--- config.mk ---
export PLATFORM = sky130hd
export DESIGN_NAME = ex_mem_buffer
export DESIGN_NICKNAME = d
export VERILOG_FILES = /design/src/rtl/ex_mem_buffer_pkg.sv /design/src/rtl/pipe_entry_reg.sv /design/src/rtl/ex_mem_buffer.sv
export SDC_FILE = /design/constraint.sdc
export NUM_CORES = 1
export LEC_CHECK = 0
export ABC_AREA = 1
export CORE_MARGIN = 5
export CORE_UTILIZATION = 43
export CTS_BUF_LIST = sky130_fd_sc_hd__clkbuf_4
export CTS_CLUSTER_SIZE = 16
export DETAILED_ROUTE_END_ITERATION = 10
export PLACE_DENSITY = 0.69
export SYNTH_ARGS = -nofsm -noshare
export SYNTH_HDL_FRONTEND = slang
export SYNTH_SLANG_ARGS = --single-unit
--- constraint.sdc ---
create_clock -name clk -period 1.22 [get_ports clk]
set_input_delay 0.183 -clock clk [delete_from_list [all_inputs] [get_ports clk]]
set_output_delay 0.183 -clock clk [all_outputs]
set_load 0.01 [all_outputs]
--- src/rtl/ex_mem_buffer_pkg.sv ---
// Shared widths and state encoding for the EX/MEM pipeline buffer.
package ex_mem_buffer_pkg;

   localparam int unsigned DATA_BUS_WIDTH     = 32;
   localparam int unsigned REG_ADDR_BUS_WIDTH = 5;

   // The encoding equals the number of held entries, so it doubles as occupancy.
   typedef enum logic [1:0] {
      StEmpty = 2'd0,
      StHalf  = 2'd1,
      StFull  = 2'd2
   } buf_state_e;

endpackage

--- src/rtl/pipe_entry_reg.sv ---
// One payload slot {result, write_reg_en, write_reg_addr}: load-enabled, synchronous clear.
module pipe_entry_reg #(
   parameter int unsigned DATA_WIDTH = 32,
   parameter int unsigned ADDR_WIDTH = 5
) (
   input  logic                  clk,
   input  logic                  clr,
   input  logic                  load,
   input  logic [DATA_WIDTH-1:0] result_d,
   input  logic                  wen_d,
   input  logic [ADDR_WIDTH-1:0] waddr_d,
   output logic [DATA_WIDTH-1:0] result_q,
   output logic                  wen_q,
   output logic [ADDR_WIDTH-1:0] waddr_q
);

   // Clear wins over load so a flush never lets a same-cycle entry slip in.
   always_ff @(posedge clk) begin
      if (clr) begin
         result_q <= '0;
         wen_q    <= 1'b0;
         waddr_q  <= '0;
      end else if (load) begin
         result_q <= result_d;
         wen_q    <= wen_d;
         waddr_q  <= waddr_d;
      end
   end

endmodule

--- src/rtl/ex_mem_buffer.sv ---
// EX/MEM pipeline buffer: two-entry skid buffer (SKID=1) or single register (SKID=0).
module ex_mem_buffer
   import ex_mem_buffer_pkg::*;
#(
   parameter int unsigned DATA_WIDTH = DATA_BUS_WIDTH,
   parameter int unsigned ADDR_WIDTH = REG_ADDR_BUS_WIDTH,
   parameter int unsigned SKID       = 1
) (
   input  logic                  clk,
   input  logic                  rst,
   input  logic                  flush,
   input  logic                  in_valid,
   output logic                  in_ready,
   input  logic [DATA_WIDTH-1:0] result_in,
   input  logic                  write_reg_en_in,
   input  logic [ADDR_WIDTH-1:0] write_reg_addr_in,
   output logic                  out_valid,
   input  logic                  out_ready,
   output logic [DATA_WIDTH-1:0] result_out,
   output logic                  write_reg_en_out,
   output logic [ADDR_WIDTH-1:0] write_reg_addr_out,
   output logic [1:0]            occupancy
);

   logic [DATA_WIDTH-1:0] head_result;
   logic                  head_wen;
   logic [ADDR_WIDTH-1:0] head_waddr;
   logic                  valid_int;
   logic                  ready_int;
   logic [1:0]            occ_int;
   logic                  entry_clr;

   assign entry_clr = rst | flush;

   if (SKID != 0) begin : g_skid
      buf_state_e            state_q, state_d;
      logic                  rdy_q;
      logic                  in_fire, out_fire;
      logic                  head_load, skid_load, head_from_skid;
      logic [DATA_WIDTH-1:0] skid_result, head_result_d;
      logic                  skid_wen, head_wen_d;
      logic [ADDR_WIDTH-1:0] skid_waddr, head_waddr_d;

      assign in_fire  = in_valid & rdy_q;
      assign out_fire = (state_q != StEmpty) & out_ready;

      // Next state and slot load controls; flush empties regardless of fires.
      always_comb begin
         state_d        = state_q;
         head_load      = 1'b0;
         skid_load      = 1'b0;
         head_from_skid = 1'b0;
         if (!flush) begin
            case (state_q)
               StEmpty: begin
                  if (in_fire) begin
                     state_d   = StHalf;
                     head_load = 1'b1;
                  end
               end
               StHalf: begin
                  case ({in_fire, out_fire})
                     2'b10: begin
                        state_d   = StFull;
                        skid_load = 1'b1;
                     end
                     2'b01: state_d = StEmpty;
                     2'b11: head_load = 1'b1;
                     default: ;
                  endcase
               end
               StFull: begin
                  if (out_fire) begin
                     state_d        = StHalf;
                     head_load      = 1'b1;
                     head_from_skid = 1'b1;
                  end
               end
               default: state_d = StEmpty;
            endcase
         end else begin
            state_d = StEmpty;
         end
      end

      // State register; in_ready is registered to cut the out_ready -> in_ready path.
      always_ff @(posedge clk) begin
         if (rst) begin
            state_q <= StEmpty;
            rdy_q   <= 1'b1;
         end else begin
            state_q <= state_d;
            rdy_q   <= (state_d != StFull);
         end
      end

      assign head_result_d = head_from_skid ? skid_result : result_in;
      assign head_wen_d    = head_from_skid ? skid_wen    : write_reg_en_in;
      assign head_waddr_d  = head_from_skid ? skid_waddr  : write_reg_addr_in;

      pipe_entry_reg #(
         .DATA_WIDTH (DATA_WIDTH),
         .ADDR_WIDTH (ADDR_WIDTH)
      ) u_head (
         .clk      (clk),
         .clr      (entry_clr),
         .load     (head_load),
         .result_d (head_result_d),
         .wen_d    (head_wen_d),
         .waddr_d  (head_waddr_d),
         .result_q (head_result),
         .wen_q    (head_wen),
         .waddr_q  (head_waddr)
      );

      pipe_entry_reg #(
         .DATA_WIDTH (DATA_WIDTH),
         .ADDR_WIDTH (ADDR_WIDTH)
      ) u_skid (
         .clk      (clk),
         .clr      (entry_clr),
         .load     (skid_load),
         .result_d (result_in),
         .wen_d    (write_reg_en_in),
         .waddr_d  (write_reg_addr_in),
         .result_q (skid_result),
         .wen_q    (skid_wen),
         .waddr_q  (skid_waddr)
      );

      assign ready_int = rdy_q;
      assign valid_int = (state_q != StEmpty);
      assign occ_int   = state_q;
   end else begin : g_single
      logic valid_q, valid_d;
      logic in_fire, out_fire;

      assign ready_int = ~valid_q | out_ready;
      assign in_fire   = in_valid & ready_int;
      assign out_fire  = valid_q & out_ready;

      // Occupancy flag next state; flush drops the held and any offered entry.
      always_comb begin
         valid_d = valid_q;
         if (flush) begin
            valid_d = 1'b0;
         end else if (in_fire) begin
            valid_d = 1'b1;
         end else if (out_fire) begin
            valid_d = 1'b0;
         end
      end

      // Occupancy flag register.
      always_ff @(posedge clk) begin
         if (rst) begin
            valid_q <= 1'b0;
         end else begin
            valid_q <= valid_d;
         end
      end

      pipe_entry_reg #(
         .DATA_WIDTH (DATA_WIDTH),
         .ADDR_WIDTH (ADDR_WIDTH)
      ) u_head (
         .clk      (clk),
         .clr      (entry_clr),
         .load     (in_fire),
         .result_d (result_in),
         .wen_d    (write_reg_en_in),
         .waddr_d  (write_reg_addr_in),
         .result_q (head_result),
         .wen_q    (head_wen),
         .waddr_q  (head_waddr)
      );

      assign valid_int = valid_q;
      assign occ_int   = {1'b0, valid_q};
   end

   // Data outputs read zero whenever nothing is valid; the head slot may hold stale data.
   always_comb begin
      in_ready           = ready_int;
      out_valid          = valid_int;
      occupancy          = occ_int;
      result_out         = valid_int ? head_result : '0;
      write_reg_en_out   = valid_int & head_wen;
      write_reg_addr_out = valid_int ? head_waddr : '0;
   end

endmodule
* Yosys cells after proc, flatten, opt, wreduce, memory -nomap -nowiden
Index checks and enable logic that the tools add are counted.
** Storage, ports and cells
- Register bits :: 79
- Input bits :: 43
- Output and inout bits :: 42
- Word-level logic and storage cells :: 40
** Operators by class
- Eq/ne operators :: 6
- Mux-type cells :: 20
- Bitwise gates (word level) :: 4
- Reduce and logical (&&, ||, !) cells :: 2
** Operators with widths (number)
- two-way mux 32 bit :: 2
- two-way mux 1 bit :: 10
- two-way mux 5 bit :: 2
- equality test 2 bit (second input constant) :: 3
- two-way mux 2 bit :: 3
- case mux 2 bit (3 select lines) :: 1
- equality test 2 x 1 -> 1 bit (second input constant) :: 2
- case mux 2 bit (2 select lines) :: 1
- AND 1 bit :: 3
- case mux 1 bit (3 select lines) :: 1
- zero test 2 bit :: 1
- != test 2 bit (second input constant) :: 1
- nonzero test 2 bit :: 1
- OR 1 bit :: 1

* Longest topological paths before layout
- Word-level depth :: 7
- Mapped depth :: 9
- Mapped depth without buffers :: 7

* Modules after synthesis
From an unflattened synthesis, not the netlist that was laid out.
** Second synthesis, totals
- Cells, all modules :: 714
- Area total of the unflattened synthesis :: 4211.5 um^2
** By module, submodules not included
- pipe_entry_reg :: times used 2, cells each 241, area an instance 1549.0 um^2, seq. area each 760.7 um^2
- ex_mem_buffer :: times used 1, cells each 232, area an instance 1113.6 um^2, seq. area each 60.1 um^2

* Least setup slack after synthesis
No wires, ideal clock.
- Path type :: reg2out
- From :: reg g_skid.state_q[1], in the netlist occupancy[1]
- To :: out result_out[15]
- Arrival time :: 1248 ps
- Required time :: 1037 ps
- Setup slack :: -211 ps
- Cell stages (with the launch flop) :: 7
- Cells stage by stage :: dfxtp_1 inv_2 nand2_1 inv_1 buf_2 buf_1 nor2_1
** Between the ends
- Cells in the longest elaborated chain, start to end :: 2
** RTL lines
- from (decl) :: line ex_mem_buffer.sv:36 : buf_state_e state_q, state_d;
- from (signal assigned) :: line ex_mem_buffer.sv:89 : state_q <= StEmpty;
- from (signal assigned) :: line ex_mem_buffer.sv:92 : state_q <= state_d;
- nonzero test 2 bit :: line ex_mem_buffer.sv:132 : assign valid_int = (state_q != StEmpty);
- via out_valid :: line ex_mem_buffer.sv:17 : output logic out_valid,
- two-way mux 32 bit :: line ex_mem_buffer.sv:187 : result_out = valid_int ? head_result : '0;
- to (decl) :: line ex_mem_buffer.sv:19 : output logic [DATA_WIDTH-1:0] result_out,
The timed path passes the listed nets, and every way through them passes these cells.

* Worst setup path after layout
- From :: reg g_skid.state_q[0], in the netlist occupancy[0]
- To :: out result_out[6]
** Between the ends
- Cells in the longest elaborated chain, start to end :: 2
** RTL lines (line)
- nonzero test 2 bit :: ex_mem_buffer.sv:132
- two-way mux 32 bit :: ex_mem_buffer.sv:187
No other way between the ends.

==> results.py <==
metrics = {
    "clocking": {
        "cts_tree": "built",
        "numCtsBuffers": 9,
        "cts.path.max_buffers": 2,
        "path_clk_slew_ns": 0.13,
        "cts_htree_levels": 3,
        "numClockSinks": 79,
        "root_buffer": "clkbuf_4",
        "cts_hold_buf": 0,
        "clk_latency_ns": 0.42,
    },
    "synthesis": {
        "synth_cell_types": 16,
        "synth_nets": 725,
        "synth_warnings": 0,
        "syn_area_um2": 4006,
        "syn_avg_cell_area_um2": 5.874,
        "ys_ff_latch": 79,
        "synth_cells": 682,
        "synth-seq-area-share_pct": 39.48,
    },
    "final_layout": {
        "area_growth_pct": 69.14,
        "final_cell_mix": "nand2_1 (194), nor2_1 (98), inv_1 (79), dfxtp_1 (76), clkdlybuf4s50_1 (41)",
        "design_area_um2": 6777,
        "utilization_pct": 74.04,
        "final_nets": 841,
        "antennaDiodeCount": 0,
        "final_common_cell": "nand2_1",
        "post_layout_nonfiller_instances": 913,
        "layout-drive-gt1-share_pct": 33.67,
    },
    "setup_path": {
        "rr_startpoint": "occupancy[0]$_SDFF_PP0_",
        "cp_max_fo": 4,
        "critPathArrivalTime_ns": 1.49,
        "path_class": "flop to output pin",
        "start_kind": "flop",
        "reg2reg_slack_ns": -0.39,
        "cp-end-kind": "output pin",
        "cp.required_ns": 1.04,
        "startpoint": "occupancy[0]$_SDFF_PP0_",
    },
    "floorplanning": {
        "die_w_um": 106.5,
        "rows": 35,
        "die-area_um2": 11350,
        "start_util_pct": 43.77,
        "ios": 85,
        "core-area_um2": 9153,
        "die_h_um": 106.5,
    },
    "drt": {
        "vias": 4550,
        "first_iter_violations": 201,
        "wl_per_cell_um": 14.91,
        "ant_nets": 0,
        "viasPerCell": 4.984,
        "first_pass_iters": 4,
        "routed_wl_um": 13610,
        "drc": 0,
    },
    "power_and_ir_drop": {
        "sw_frac_of_total_pct": 28.15,
        "vdd_drop_max_mv": 0.4926,
        "p_leak_nw": 3.214,
        "seqPwrFrac_pct": 47.8,
        "power_switching_w": 0.001562,
        "power.total_w": 0.005550,
        "power_frac_clock_pct": 31.9,
        "p_comb_share_pct": 20.3,
        "p_per_area_nw_per_um2": 819.0,
        "p_int_w": 0.003988,
    },
    "timing": {
        "whs_ns": 0.2538,
        "post-route-period-util_pct": 137.4,
        "slew_headroom_pct": 48.17,
        "clock_skew_ns": 0.01636,
        "fin_ws_ns": -0.4559,
        "rsz0062_at_grt": "true",
        "tightest_slew_ns": 0.7775,
        "setup_viol": 118,
        "min_period_ns": 1.676,
        "finalMaxSlewViolations": 0,
        "hold_viol": 0,
        "fmax_mhz": 596.7,
    },
    "place": {
        "place_inst": 868,
        "gp_congestion": 0.7865,
        "io_buffers": 84,
        "dpl_cell_area_um2": 5324,
        "dp_hpwl_um": 7153,
    },
    "global_routing": {
        "grt_max_degree": 40,
        "antenna_found_initial": 0,
        "globalRoute.totalOverflow": 0,
        "grt_pass1_wl_um": 20710,
        "grtUsageTotal_pct": 22.49,
        "grt_pass1_vias": 4373,
    },
    "hold_path": {
        "hold_class": "input port to flop",
        "holdCritStartpoint": "flush",
    },
    "flow_run": {
        "max_cap_viol_count": 0,
    },
    "status": {
        "failed_checks": "negative setup slack",
        "outcome": "finished, violations left",
    },
}
-- state kept, by name, indices dropped and copies added, names as in the netlist --
signal,count
g_skid.u_head.wen_q,1
in_ready,1
g_skid.u_head.waddr_q,5
occupancy,2
g_skid.u_skid.wen_q,1
g_skid.u_skid.result_q,32
g_skid.u_head.result_q,32
g_skid.u_skid.waddr_q,5
-- through the flow --
stage | TNS [ns] | setup slack [ns]
2_1_floorplan | -0.6068 | -0.01549
3_3_place_gp | -32.89 | -0.3288
3_5_place_dp | -35.39 | -0.3696
4_1_cts | -31.74 | -0.4407
5_1_grt | -44.00 | -0.5090
6_report | -36.36 | -0.4559
-- layer usage --
metal  track usage [%]  share of wire (%)
met4             8.767                2.2
met3             4.189                5.3
met2             40.32                 53
met1             26.43                 40
met5                 0                  0
-- synth_stat cells --
| master | n | share of area [%] |
|---|---|---|
| a21oi_1 | 1 | 0.12 |
| and2_1 | 1 | 0.16 |
| buf_1 | 3 | 0.28 |
| buf_2 | 15 | 1.9 |
| buf_4 | 8 | 1.5 |
| clkbuf_1 | 18 | 1.7 |
| dfxtp_1 | 79 | 39 |
| inv_1 | 80 | 7.5 |
| inv_2 | 2 | 0.19 |
| nand2_1 | 236 | 22 |
| nand3_1 | 41 | 5.1 |
| nand3b_1 | 1 | 0.19 |
| nor2_1 | 157 | 15 |
| nor2_2 | 1 | 0.16 |
| nor3_1 | 38 | 4.7 |
| o211ai_1 | 1 | 0.19 |
-- logic make-up after synthesis --
group | synth area share (%)
buf+inv | 13.02
simple gates | 47.19
flops | 39.48
compound gates | 0.3123
-- final cells by class --
| type | instances | area, µm² |
|---|---|---|
| fill | 666 | 2376 |
| multi-input combinational | 477 | 2679 |
| tap | 111 | 138.9 |
| sequential | 79 | 1590 |
| timing repair buffer | 149 | 1899 |
| clock inverter | 5 | 73.82 |
| clock buffer | 10 | 75.07 |
| inverter | 82 | 320.3 |
-- power by group through the flow --
| stage | Clock [W] | Sequential [W] | Combinational, W |
|---|---|---|---|
| 2_1_floorplan | 0 | 0.00271 | 0.000408 |
| 3_3_place_gp | 0 | 0.00271 | 0.000739 |
| 3_5_place_dp | 0 | 0.00271 | 0.000750 |
| 4_1_cts | 0.00176 | 0.00265 | 0.000960 |
| 5_1_grt | 0.00188 | 0.00266 | 0.00121 |
| 6_report | 0.00177 | 0.00265 | 0.00113 |
-- repair_timing --
action                                 CTS  global route
gates resized for setup                235           154
setup endpoints to repair              120           120
pin swaps                               14            27
endpoints found under the hold margin    0             0
cloned                                  12             7
buffers inserted                         7             8
-- worst max-delay path, cell delays in order (launching register included) --
cell	delay (ns)
dfxtp_4	0.38
inv_4	0.04
nand2_4	0.09
inv_8	0.05
buf_12	0.13
buf_4	0.14
nor2_2	0.10
buf_2	0.15
-- final timing paths --
kind	endpoint	depth (start not counted)
hold / removal	occupancy[0]$_SDFF_PP0_	5
setup reg to reg	g_skid.u_skid.result_q[1]$_SDFFE_PP0P_	10
hold reg to reg	g_skid.u_skid.waddr_q[0]$_SDFFE_PP0P_	4
setup / recovery	result_out[6]	7
Note: power is estimated with default switching activity, not from simulation.
